**config.mk**
```make
export PLATFORM = sky130hd
export DESIGN_NAME = reg_spill_fill
export DESIGN_NICKNAME = d
export VERILOG_FILES = /design/src/rtl/reg_spill_fill.sv
export SDC_FILE = /design/constraint.sdc
export NUM_CORES = 1
export LEC_CHECK = 0
export CORE_ASPECT_RATIO = 0.8
export CORE_MARGIN = 4
export CORE_UTILIZATION = 40
export DETAILED_ROUTE_END_ITERATION = 8
export HOLD_SLACK_MARGIN = 0.15
export PLACE_DENSITY = 0.69
export SETUP_SLACK_MARGIN = 0.2
export SYNTH_ARGS = -nofsm -noshare
export SYNTH_HDL_FRONTEND = slang
export SYNTH_SLANG_ARGS = --single-unit
```
**constraint.sdc**
```tcl
create_clock -name clk -period 2.5 [get_ports clk]
set_clock_uncertainty 0.05 [all_clocks]
set_input_delay 0.75 -clock clk [delete_from_list [all_inputs] [get_ports clk]]
set_output_delay 0.75 -clock clk [all_outputs]
set_load 0.03 [all_outputs]
```
**src/rtl/reg_spill_fill.sv**
```systemverilog
// reg_spill_fill: saves the 8-entry register bank onto a memory stack and restores it; define REG_SPILL_CLEAR_EN to zero each register after it is saved
module reg_spill_fill #(
    parameter int WIDTH  = 16,
    parameter int NREGS  = 8,
    parameter int ID_W   = 3,
    parameter int ADDR_W = 8
) (
    input  logic              clk,
    input  logic              reset,
    input  logic              saveReq,
    input  logic              restoreReq,
    output logic              busy,
    output logic              done,
    output logic              err,
    output logic [ADDR_W-1:0] sp,
    output logic [ID_W-1:0]   rId,
    output logic              ldR,
    output logic [WIDTH-1:0]  rIn,
    input  logic [WIDTH-1:0]  rOut,
    output logic [ADDR_W-1:0] memAddr,
    output logic [WIDTH-1:0]  memWData,
    output logic              memWe,
    output logic              memRe,
    input  logic [WIDTH-1:0]  memRData,
    input  logic              memAck
);
    localparam logic [ID_W-1:0]   LAST   = ID_W'(NREGS - 1);
    localparam logic [ADDR_W-1:0] SP_MAX = ADDR_W'((1 << ADDR_W) - NREGS);
    localparam logic [ADDR_W-1:0] NR     = ADDR_W'(NREGS);

    typedef enum logic [3:0] {
        IDLE, S_RD, S_WR, R_RD, R_SET, R_LD, R_HLD, FIN
`ifdef REG_SPILL_CLEAR_EN
        , C_SET, C_LD, C_HLD
`endif
    } state_t;

    state_t          state;
    logic [ID_W-1:0] idx;

    // Single FSM; every output is a register loaded on entry to the state that drives it
    always_ff @(posedge clk or negedge reset) begin
        if (!reset) begin
            state    <= IDLE;
            idx      <= '0;
            sp       <= '0;
            busy     <= 1'b0;
            done     <= 1'b0;
            err      <= 1'b0;
            rId      <= '0;
            ldR      <= 1'b0;
            rIn      <= '0;
            memAddr  <= '0;
            memWData <= '0;
            memWe    <= 1'b0;
            memRe    <= 1'b0;
        end else begin
            done <= 1'b0;
            err  <= 1'b0;
            ldR  <= 1'b0;
            case (state)
                IDLE: begin
                    if (saveReq) begin
                        if (sp <= SP_MAX) begin
                            state <= S_RD;
                            busy  <= 1'b1;
                            idx   <= '0;
                            rId   <= '0;
                        end else err <= 1'b1;
                    end else if (restoreReq) begin
                        if (sp >= NR) begin
                            state   <= R_RD;
                            busy    <= 1'b1;
                            idx     <= LAST;
                            memRe   <= 1'b1;
                            memAddr <= sp - 1'b1;
                        end else err <= 1'b1;
                    end
                end
                S_RD: begin
                    memWData <= rOut;
                    memWe    <= 1'b1;
                    memAddr  <= sp;
                    state    <= S_WR;
                end
                S_WR: if (memAck) begin
                    memWe <= 1'b0;
                    sp    <= sp + 1'b1;
`ifdef REG_SPILL_CLEAR_EN
                    rIn   <= '0;
                    state <= C_SET;
                end
                C_SET: begin
                    ldR   <= 1'b1;
                    state <= C_LD;
                end
                C_LD: state <= C_HLD;
                C_HLD: begin
`endif
                    if (idx == LAST) begin
                        state    <= FIN;
                        done     <= 1'b1;
                        rId      <= '0;
                        rIn      <= '0;
                        memAddr  <= '0;
                        memWData <= '0;
                    end else begin
                        idx   <= idx + 1'b1;
                        rId   <= idx + 1'b1;
                        state <= S_RD;
                    end
                end
                R_RD: if (memAck) begin
                    memRe <= 1'b0;
                    rIn   <= memRData;
                    sp    <= sp - 1'b1;
                    rId   <= idx;
                    state <= R_SET;
                end
                R_SET: begin
                    ldR   <= 1'b1;
                    state <= R_LD;
                end
                R_LD: state <= R_HLD;
                R_HLD: begin
                    if (idx == '0) begin
                        state    <= FIN;
                        done     <= 1'b1;
                        rId      <= '0;
                        rIn      <= '0;
                        memAddr  <= '0;
                        memWData <= '0;
                    end else begin
                        idx     <= idx - 1'b1;
                        memRe   <= 1'b1;
                        memAddr <= sp - 1'b1;
                        state   <= R_RD;
                    end
                end
                FIN: begin
                    state <= IDLE;
                    busy  <= 1'b0;
                end
                default: begin
                    state <= IDLE;
                    busy  <= 1'b0;
                end
            endcase
        end
    end
endmodule

```
==> results of run 1 <==
-- registers in the layout, summed over array words and instances (netlist names), 3 cells and up --
signal    flops
idx           3
state         3
memWData     16
sp            8
rId           3
rIn          16
memAddr       8
-- synth_stat cells, drive strengths merged, types with 3 or more instances --
| library cell | n | share of area, % |
|---|---|---|
| dfrtp | 63 | 49 |
| nor3b | 3 | 0.70 |
| nor2 | 22 | 2.6 |
| buf | 9 | 2.0 |
| inv | 9 | 1.1 |
| xor2 | 7 | 1.9 |
| nand2b | 8 | 1.6 |
| nand2 | 51 | 6.0 |
| nand3 | 21 | 3.3 |
| nor4 | 4 | 0.78 |
| or3 | 3 | 0.58 |
| clkbuf | 17 | 3.5 |
| o21ai | 22 | 3.4 |
| ha | 6 | 2.3 |
| nand3b | 5 | 1.2 |
| nor3 | 8 | 1.4 |
| a21oi | 22 | 3.5 |
| a211oi | 4 | 1.1 |
| mux2 | 3 | 1.1 |
| a22o | 17 | 4.6 |
-- critical path, delay by kind of cell --
family,cells,cell delay (ns)
buffers and inverters,2,0.63
AND/OR/NAND/NOR,2,0.24
AO/OA/AOI/OAI,3,0.85
-- layer usage --
metal | track usage (%) | vias to the layer above
met3 | 5.67 | 10
met4 | 4.24 | 0
met1 | 25.8 | 1381
li1 | - | 1390
met2 | 28.2 | 103
met5 | 0 | -
-- report_power, final --
| group | leakage (nW) | switching, mW | internal, mW |
|---|---|---|---|
| sequential | 0.809 | 0.396 | 1.43 |
| clock | 0.107 | 0.415 | 0.568 |
| combinational | 1.11 | 2.04 | 1.47 |
| total | 2.03 | 2.86 | 3.47 |
-- cells by family (layout without fill, tap and decap cells) --
logic type	after synthesis	in the layout	share of synthesized area (%)
AND/OR/NAND/NOR	136	136	20.7
AO/OA/AOI/OAI	83	83	17.1
flip-flops	63	63	49.1
buffers and inverters	35	141	6.63
XOR/XNOR	9	9	2.46
adder cells (fa/ha/maj)	6	6	2.34
multiplexers	5	5	1.68
-- final timing paths --
check	startpoint	end
min in group clk	memWData[0]	memWData[0]
worst max-delay path	saveReq	memAddr[2]
worst max register to register	idx[0]	idx[0]
max in group asynchronous	reset	memWData[13]
worst min-delay path	reset	sp[7]
worst min register to register	memWData[0]	memWData[0]
-- stage by stage --
step	utilization [%]	TNS [ns]	setup slack (ns)	total power, mW
3_3_place_gp	56.2	-0.0374	-0.0340	5.33
6_report	59.2	0	0.255	6.33
2_1_floorplan	-	0	0.343	4.13
3_5_place_dp	56.2	-0.0213	-0.0213	5.38
4_1_cts	59.0	0	0.245	6.36
5_1_grt	59.2	0	0.170	6.79
-- layout make-up --
type | instances | area [um^2] | share of cell area, %
clock buffers | 10 | 128 | 2.84
inverters | 9 | 33.8 | 0.751
clock inverters | 6 | 93.8 | 2.09
repair buffers | 116 | 1100 | 24.5
well taps | 105 | 131 | 2.92
flip-flops and latches | 63 | 1580 | 35.0
multi-input cells | 239 | 1430 | 31.9
==> results.py, run 1 <==
metrics = {
    "job": {
        "max_cap_viol_count": 0,
    },
    "drt": {
        "totalWireLength_mm": 8.42,
        "dr.max_layer_used": "met4",
        "wl_met3_um": 671,
        "num_vias": 2884,
        "wl_per_cell_um": 15.4,
        "wl_met2_mm": 3.79,
        "viasPerCell": 5.26,
        "remaining_drc_errors": 0,
        "ant_nets": 0,
        "drt-met1-wl_mm": 3.90,
        "initialDrtViolationCount": 112,
        "drt_first_pass_iters": 4,
    },
    "final_layout": {
        "layout_common_cells": "85 x clkdlybuf4s50_1, 63 x dfrtp_1, 51 x nand2_1",
        "final.fill_count": 695,
        "nets": 481,
        "layout-drive-gt1-share_pct": 11.5,
        "postLayoutCellArea_mm2": 0.00450,
        "final_common_cell": "clkdlybuf4s50_1",
        "area_growth_pct": 40.2,
        "diodes": 0,
        "fin_cells": 548,
    },
    "floorplan": {
        "die_width_um": 108,
        "core_area_mm2": 0.00760,
        "io_pins": 94,
        "dieArea_mm2": 0.00953,
        "initial_utilization_pct": 42.2,
        "rows": 28,
        "die_h_um": 88.1,
    },
    "synth": {
        "synth_edf_count": 0,
        "synth_fp_nets": 380,
        "synth-seq-area-share_pct": 49.1,
        "synthArstFlopShare_pct": 100,
        "synth_seq_cells": 63,
        "synth_area_mm2": 0.00321,
        "ys_types": 52,
        "synth_flop_cell": "dfrtp_1",
        "syn_avg_cell_area_um2": 9.52,
        "ys_warn_count": 0,
        "syn_inst": 337,
    },
    "clocking": {
        "ctsResizeCount": 7,
        "holdBufCountCts": 0,
        "clk_latency_ns": 0.34,
        "clock-sinks": 63,
        "cts-root-buf": "clkbuf_8",
        "path_clk_slew_ns": 0.07,
        "clk_path_buf_depth": 2,
        "cts_max_level": 3,
        "cts_made_buffers": 9,
        "cts_tree": "done",
        "post_cts_buffers": 0,
    },
    "placed_design": {
        "gp_congestion": 0.896,
        "dp_cells": 532,
        "port_buffers": 93,
        "place_area_mm2": 0.00428,
        "dpl.hpwl_mm": 5.97,
    },
    "global_routing": {
        "grt_max_degree": 64,
        "grt_usage_pct": 18.4,
        "antenna_found_initial": 0,
        "grt-ovfl-total": 0,
        "grt_pass1_wl_mm": 13.9,
        "grt_pass1_vias": 2764,
    },
    "power": {
        "power.density_mw_per_mm2": 1410,
        "leakage_nw": 2.03,
        "irDropWorstVdd_mv": 0.672,
    },
    "timing": {
        "hold_slack_ns": 0.350,
        "hold_viol": 0,
        "fin_crit_sh_pct": 89.8,
        "slew_violations": 0,
        "rsz0062_at_grt": "false",
        "slew_headroom_pct": 73.1,
        "tightest_slew_ns": 0.400,
        "fin_crit_ns": 2.25,
        "setup_viol": 0,
        "fmax_ghz": 0.445,
    },
    "outcome": {
        "status": "finished clean",
    },
    "setup_path": {
        "cpPeakStageDelay_ns": 0.45,
        "cpMaxStageDelayCell": "clkdlybuf4s50_1",
        "arrival_ns": 2.47,
        "r2r_cells": 8,
        "worst-r2r-setup-slack_ns": 0.37,
        "worstPathRequired_ns": 2.73,
        "crit_chain": "clkdlybuf4s50_1 > nand2b_1 > a2111oi_1 > buf_4 > nor3_2 > a2111oi_0 > a21o_1",
        "critPathLaunchType": "input port",
        "setup.worst_path.class": "in -> reg",
        "endpoint_kind": "flip-flop",
        "cp_max_fo": 7,
    },
    "hold_path": {
        "hp-class": "in -> async",
    },
}
No activity file was read; power rests on OpenSTA's default activity.
==> run 2, diff against run 1 <==
- ABC_AREA: default -> 1
- DONT_BUFFER_PORTS: default -> 1
- PLACE_DENSITY: 0.69 -> default
==> results.py, run 2 <==
metrics = {
    "outcome": {
        "status": "finished clean",
    },
    "timing": {
        "fmax_ghz": 0.483,
        "fin_crit_sh_pct": 82.8,
        "tightest_slew_ns": 0.506,
        "slew_headroom_pct": 66.3,
        "fin_crit_ns": 2.07,
        "rsz0062_at_grt": "false",
        "slew_violations": 0,
        "finalSetupTns_ns": 0,
        "setup_viol": 0,
        "hold_viol": 0,
    },
    "power": {
        "power.density_mw_per_mm2": 1680,
        "leakage_nw": 2.06,
        "fin_total_pwr_mw": 6.36,
        "irDropWorstVdd_mv": 0.537,
    },
    "clocking": {
        "cts_tree": "done",
        "clk_latency_ns": 0.34,
        "clock-sinks": 63,
        "cts_max_level": 3,
        "cts_made_buffers": 9,
        "cts-root-buf": "clkbuf_8",
        "path_clk_slew_ns": 0.08,
        "ctsResizeCount": 0,
        "clk_path_buf_depth": 2,
    },
    "synth": {
        "synth_edf_count": 0,
        "ys_top_cells_by_area": "dfrtp_1 46%, nand2_1 18%, nand3_1 8.2%, o21ai_0 7.8%, inv_1 3.6%",
        "synth_top_area_share_pct": 46.1,
        "ys_warn_count": 0,
        "ys_types": 28,
        "synthArstFlopShare_pct": 100,
        "syn_avg_cell_area_um2": 7.65,
        "synth_flop_cell": "dfrtp_1",
        "synth-seq-area-share_pct": 46.1,
        "synth_area_mm2": 0.00342,
        "synth_top_cell_by_area": "dfrtp_1",
        "synth.most_common_cell": "nand2_1",
        "synth_seq_cells": 63,
        "synth_commonest_cells": "160 x nand2_1, 63 x dfrtp_1, 56 x nand3_1",
        "syn_inst": 447,
        "synth_fp_nets": 490,
    },
    "final_layout": {
        "area.sequential_mm2": 0.00158,
        "final_common_cell": "nand2_1",
        "fin_cells": 563,
        "diodes": 0,
        "final.fill_count": 805,
        "layout_common_cells": "160 x nand2_1, 63 x dfrtp_1, 56 x nand3_1",
        "area_growth_pct": 10.5,
        "nets": 493,
        "layout-drive-gt1-share_pct": 9.45,
        "postLayoutCellArea_mm2": 0.00378,
        "largestRegisters": "memWData x16, rIn x16",
        "multi_input_area_mm2": 0.00160,
    },
    "floorplan": {
        "dieArea_mm2": 0.0101,
        "initial_utilization_pct": 42.1,
        "rows": 29,
        "io_pins": 94,
        "core_area_mm2": 0.00813,
        "die_width_um": 111,
        "die_h_um": 90.7,
    },
    "placed_design": {
        "place_area_mm2": 0.00351,
        "gp_congestion": 0.951,
        "dp_cells": 546,
        "port_buffers": 0,
        "dpl.hpwl_mm": 6.51,
    },
    "setup_path": {
        "setup.worst_path.class": "reg -> reg",
        "worstPathRequired_ns": 2.73,
        "cpMaxStageDelayCell": "dfrtp_1",
        "crit_chain": "ha_1 > ha_1 > inv_1 > o21ai_4 > nand2_2 > nor2_4 > nand3_1 > nand2_1",
        "critPathLaunchType": "flip-flop",
        "crit_top_cell": "ha_1",
        "cp_max_fo": 17,
        "endpoint_kind": "flip-flop",
        "r2r_cells": 8,
        "worst-r2r-setup-slack_ns": 0.43,
        "reg2reg_from": "idx[0]",
        "arrival_ns": 2.30,
        "reg2reg_to": "rIn[2]",
        "cpPeakStageDelay_ns": 0.42,
        "crit_family": "simple AND/OR/NAND/NOR gates",
        "cp_num_buf_inv": 1,
    },
    "drt": {
        "remaining_drc_errors": 0,
        "totalWireLength_mm": 8.97,
        "drt_first_pass_iters": 4,
        "ant_nets": 0,
        "num_vias": 2944,
        "viasPerCell": 5.23,
        "wl_per_cell_um": 15.9,
        "initialDrtViolationCount": 250,
    },
    "hold_path": {
        "hp-class": "in -> async",
    },
    "global_routing": {
        "grt_pass1_wl_mm": 14.9,
        "grt_usage_pct": 18.1,
        "grt_max_degree": 64,
        "grt_pass1_vias": 2854,
        "antenna_found_initial": 0,
        "grt-ovfl-total": 0,
    },
    "job": {
        "max_cap_viol_count": 0,
    },
}
[run 2: cell count changes after synthesis, moves of 8 or more]
cell / before / now
a21oi_1: 21 / 4
a22o_1: 17 / 0
clkbuf_1: 12 / 0
inv_1: 9 / 33
nand2_1: 51 / 160
nand2b_1: 8 / 0
nand3_1: 21 / 56
o21ai_0: 21 / 53
[run 2: how the worst max path moves through the flow]
| stage | endpoint | from | depth (start not counted) | slack (ns) |
|---|---|---|---|---|
| floorplan | idx[2] | sp[0] | 11 | 0.79 |
| global placement | rIn[3] | idx[0] | 8 | 0.49 |
| detailed placement | rIn[11] | memAck | 6 | 0.47 |
| CTS | rIn[2] | idx[0] | 8 | 0.45 |
| global route | memWData[3] | state[0] | 8 | 0.23 |
| finish | rIn[2] | idx[0] | 8 | 0.43 |
[run 2: per-layer routing]
layer  vias up  GRT usage (%)  wire length [um]
li1       1461              -                 -
met1      1373           25.0              4150
met2       103           27.6              4040
met3         7           5.63               686
met4         0           4.96                88
met5         -              0                 0
[run 2: where the power goes]
part           total (mW)  switching (mW)  leakage [nW]  internal (mW)
Clock                1.09           0.427         0.120          0.666
Combinational        2.73            1.92          1.12          0.802
Sequential           2.54            1.08         0.819           1.46
Total                6.36            3.43          2.06           2.92
[run 2: kinds of logic (layout without fill, tap and decap cells)]
kind of cell / after synthesis / after routing / share of synthesized area [%]
AND/OR/NAND/NOR: 255 / 255 / 33.3
AO/OA/AOI/OAI: 64 / 64 / 10.1
flip-flops: 63 / 63 / 46.1
buffers and inverters: 54 / 62 / 7.02
adder cells (fa/ha/maj): 6 / 6 / 2.20
XOR/XNOR: 5 / 5 / 1.28
[run 2: worst reg2reg max path, cell delays in order (launching register included)]
cell and delay [ns]:
dfrtp_1 0.42, ha_1 0.17, ha_1 0.17, inv_1 0.10
o21ai_4 0.23, nand2_2 0.25, nor2_4 0.38, nand3_1 0.14
nand2_1 0.09
[run 2: cell type report]
type	count	share of cell area (%)
clock buffer	9	3.28
multi-input combinational	330	42.4
timing repair buffer	7	1.92
inverter	39	3.88
clock inverter	7	3.18
sequential	63	41.7
tap	108	3.58
[run 2: through the flow]
stage / setup slack (ns) / util, % / hold slack, ns
floorplan: 0.787 / - / 0.404
global placement: 0.495 / 43.1 / 0.407
detailed placement: 0.471 / 43.1 / 0.407
CTS: 0.446 / 46.5 / 0.223
global route: 0.228 / 46.5 / 0.218
finish: 0.431 / 46.5 / 0.216
[run 2: what timing repair did]
item	4_1_cts	5_1_grt
endpoints found under the setup margin	0	0
hold buffers	1	0
buffers inserted	0	0
endpoints found under the hold margin	63	0
==> run 3, diff against run 2 <==
- clock period: 2.5 -> 1.9 ns (I/O delays scaled with it)
==> results.py, run 3 (synthesis gave the netlist of run 2 again) <==
metrics = {
    "final_layout": {
        "largestRegisters": "memWData x16, rIn x16",
        "fin_cells": 583,
        "multi_input_area_mm2": 0.00168,
        "nets": 513,
        "final.fill_count": 793,
        "fin_util_pct": 48.6,
        "layout_common_cells": "155 x nand2_1, 59 x dfrtp_1, 55 x nand3_1",
        "area_growth_pct": 15.6,
        "layout-drive-gt1-share_pct": 17.3,
        "diodes": 0,
        "area.sequential_mm2": 0.00158,
        "final_common_cell": "nand2_1",
    },
    "global_routing": {
        "grt_pass1_wl_mm": 15.3,
        "grt-ovfl-total": 0,
        "grt_usage_pct": 18.6,
        "grt_max_degree": 64,
        "antenna_found_initial": 0,
        "grt_pass1_vias": 2856,
    },
    "setup_path": {
        "endpoint_kind": "output pin",
        "reg2reg_to": "memWData[11]",
        "setup.worst_path.class": "reg -> out",
        "crit_end": "sp[4]",
        "worstPathRequired_ns": 1.28,
        "crit_family": "flip-flops",
        "r2r_cells": 8,
        "critPathLaunchType": "flip-flop",
        "cpPeakStageDelay_ns": 0.46,
        "cp_num_buf_inv": 1,
        "reg2reg_from": "idx[0]",
        "cpMaxStageDelayCell": "dfrtp_1",
        "worst-r2r-setup-slack_ns": 0.24,
        "cp.depth": 1,
        "arrival_ns": 1.04,
        "crit_chain": "buf_4",
        "cp_max_fo": 6,
        "startpoint": "sp[4]",
    },
    "outcome": {
        "violations": "negative hold slack",
        "status": "complete, but fails checks",
    },
    "floorplan": {
        "dieArea_mm2": 0.0101,
        "die_width_um": 111,
        "initial_utilization_pct": 42.1,
        "die_h_um": 90.7,
        "core_area_mm2": 0.00813,
        "rows": 29,
        "io_pins": 94,
    },
    "placed_design": {
        "dpl.hpwl_mm": 6.74,
        "gp_congestion": 0.902,
        "dp_cells": 560,
        "port_buffers": 0,
    },
    "timing": {
        "slew_headroom_pct": 75.8,
        "fin_crit_ns": 1.66,
        "hold_viol": 63,
        "setup_viol": 0,
        "tightest_slew_ns": 0.363,
        "fmax_ghz": 0.602,
        "hold_slack_ns": -0.139,
        "rsz0062_at_grt": "true",
        "finalSetupTns_ns": 0,
        "fin_crit_sh_pct": 87.5,
        "slew_violations": 0,
    },
    "clocking": {
        "cts_max_level": 3,
        "clk_latency_ns": 0.34,
        "path_clk_slew_ns": 0.08,
        "cts-root-buf": "clkbuf_8",
        "cts_made_buffers": 9,
        "clk_path_buf_depth": 2,
        "clock-sinks": 63,
        "cts_tree": "done",
    },
    "drt": {
        "ant_nets": 0,
        "remaining_drc_errors": 0,
        "totalWireLength_mm": 9.35,
        "wl_per_cell_um": 16.0,
        "initialDrtViolationCount": 338,
        "viasPerCell": 5.27,
        "num_vias": 3070,
        "drt_first_pass_iters": 4,
    },
    "job": {
        "max_cap_viol_count": 0,
    },
    "power": {
        "power.density_mw_per_mm2": 2210,
        "leakage_nw": 2.14,
        "irDropWorstVdd_mv": 0.855,
        "fin_total_pwr_mw": 8.74,
    },
    "hold_path": {
        "hp-class": "in -> async",
    },
}
-- run 3: cell types whose count changed in the layout (fill, tap and decap cells not counted), sizes merged --
cell      delta
buf         +20
clkinv       +2
bufinv       -3
clkinvlp     +1
-- run 3: metal layers --
metal	routed length (um)	part of all wire, %	global-route usage [%]
met5	0	0	0
met4	63	0.67	3.85
met3	647	6.9	6.63
met2	4230	45	27.0
met1	4410	47	26.7
-- run 3: metrics by stage --
step	cell area, um^2	setup slack [ns]
final	3950	0.238
after detailed placement	3610	0.0834
after global placement	3610	0.103
after floorplan	3420	0.251
after global routing	3950	0.127
after CTS	3840	0.203
-- run 3: what timing repair did --
| item | in CTS | in global routing |
|---|---|---|
| buffers inserted | 3 | 4 |
| endpoints found under the hold margin | 63 | 63 |
| gates resized for setup | 5 | 41 |
| endpoints found under the setup margin | 38 | 49 |
| pin swaps | 3 | 17 |
-- run 3: worst min-delay path by stage --
stage / start / endpoint / slack, ns / cells past startpoint
after floorplan: reset / busy / 0.22 / 0
after global placement: reset / sp[5] / 0.23 / 0
after detailed placement: reset / sp[5] / 0.23 / 0
after CTS: reset / rIn[2] / -0.16 / 0
after global routing: reset / rIn[3] / -0.17 / 0
final: reset / sp[6] / -0.14 / 0
-- run 3: area by class of cell --
| class | count | area share [%] |
|---|---|---|
| clock inverter | 7 | 1.20 |
| timing repair buffer | 27 | 6.04 |
| clock buffer | 9 | 3.13 |
| inverter | 39 | 3.83 |
| multi-input combinational | 330 | 42.4 |
| sequential | 63 | 40.0 |
| tap | 108 | 3.42 |
-- run 3: where the power goes --
| part | internal (mW) | leakage [nW] | total (mW) | switching, mW |
|---|---|---|---|---|
| Combinational | 1.57 | 1.24 | 4.44 | 2.87 |
| Sequential | 1.93 | 0.815 | 3.26 | 1.33 |
| Clock | 0.472 | 0.0854 | 1.04 | 0.565 |
| Total | 3.97 | 2.14 | 8.74 | 4.77 |
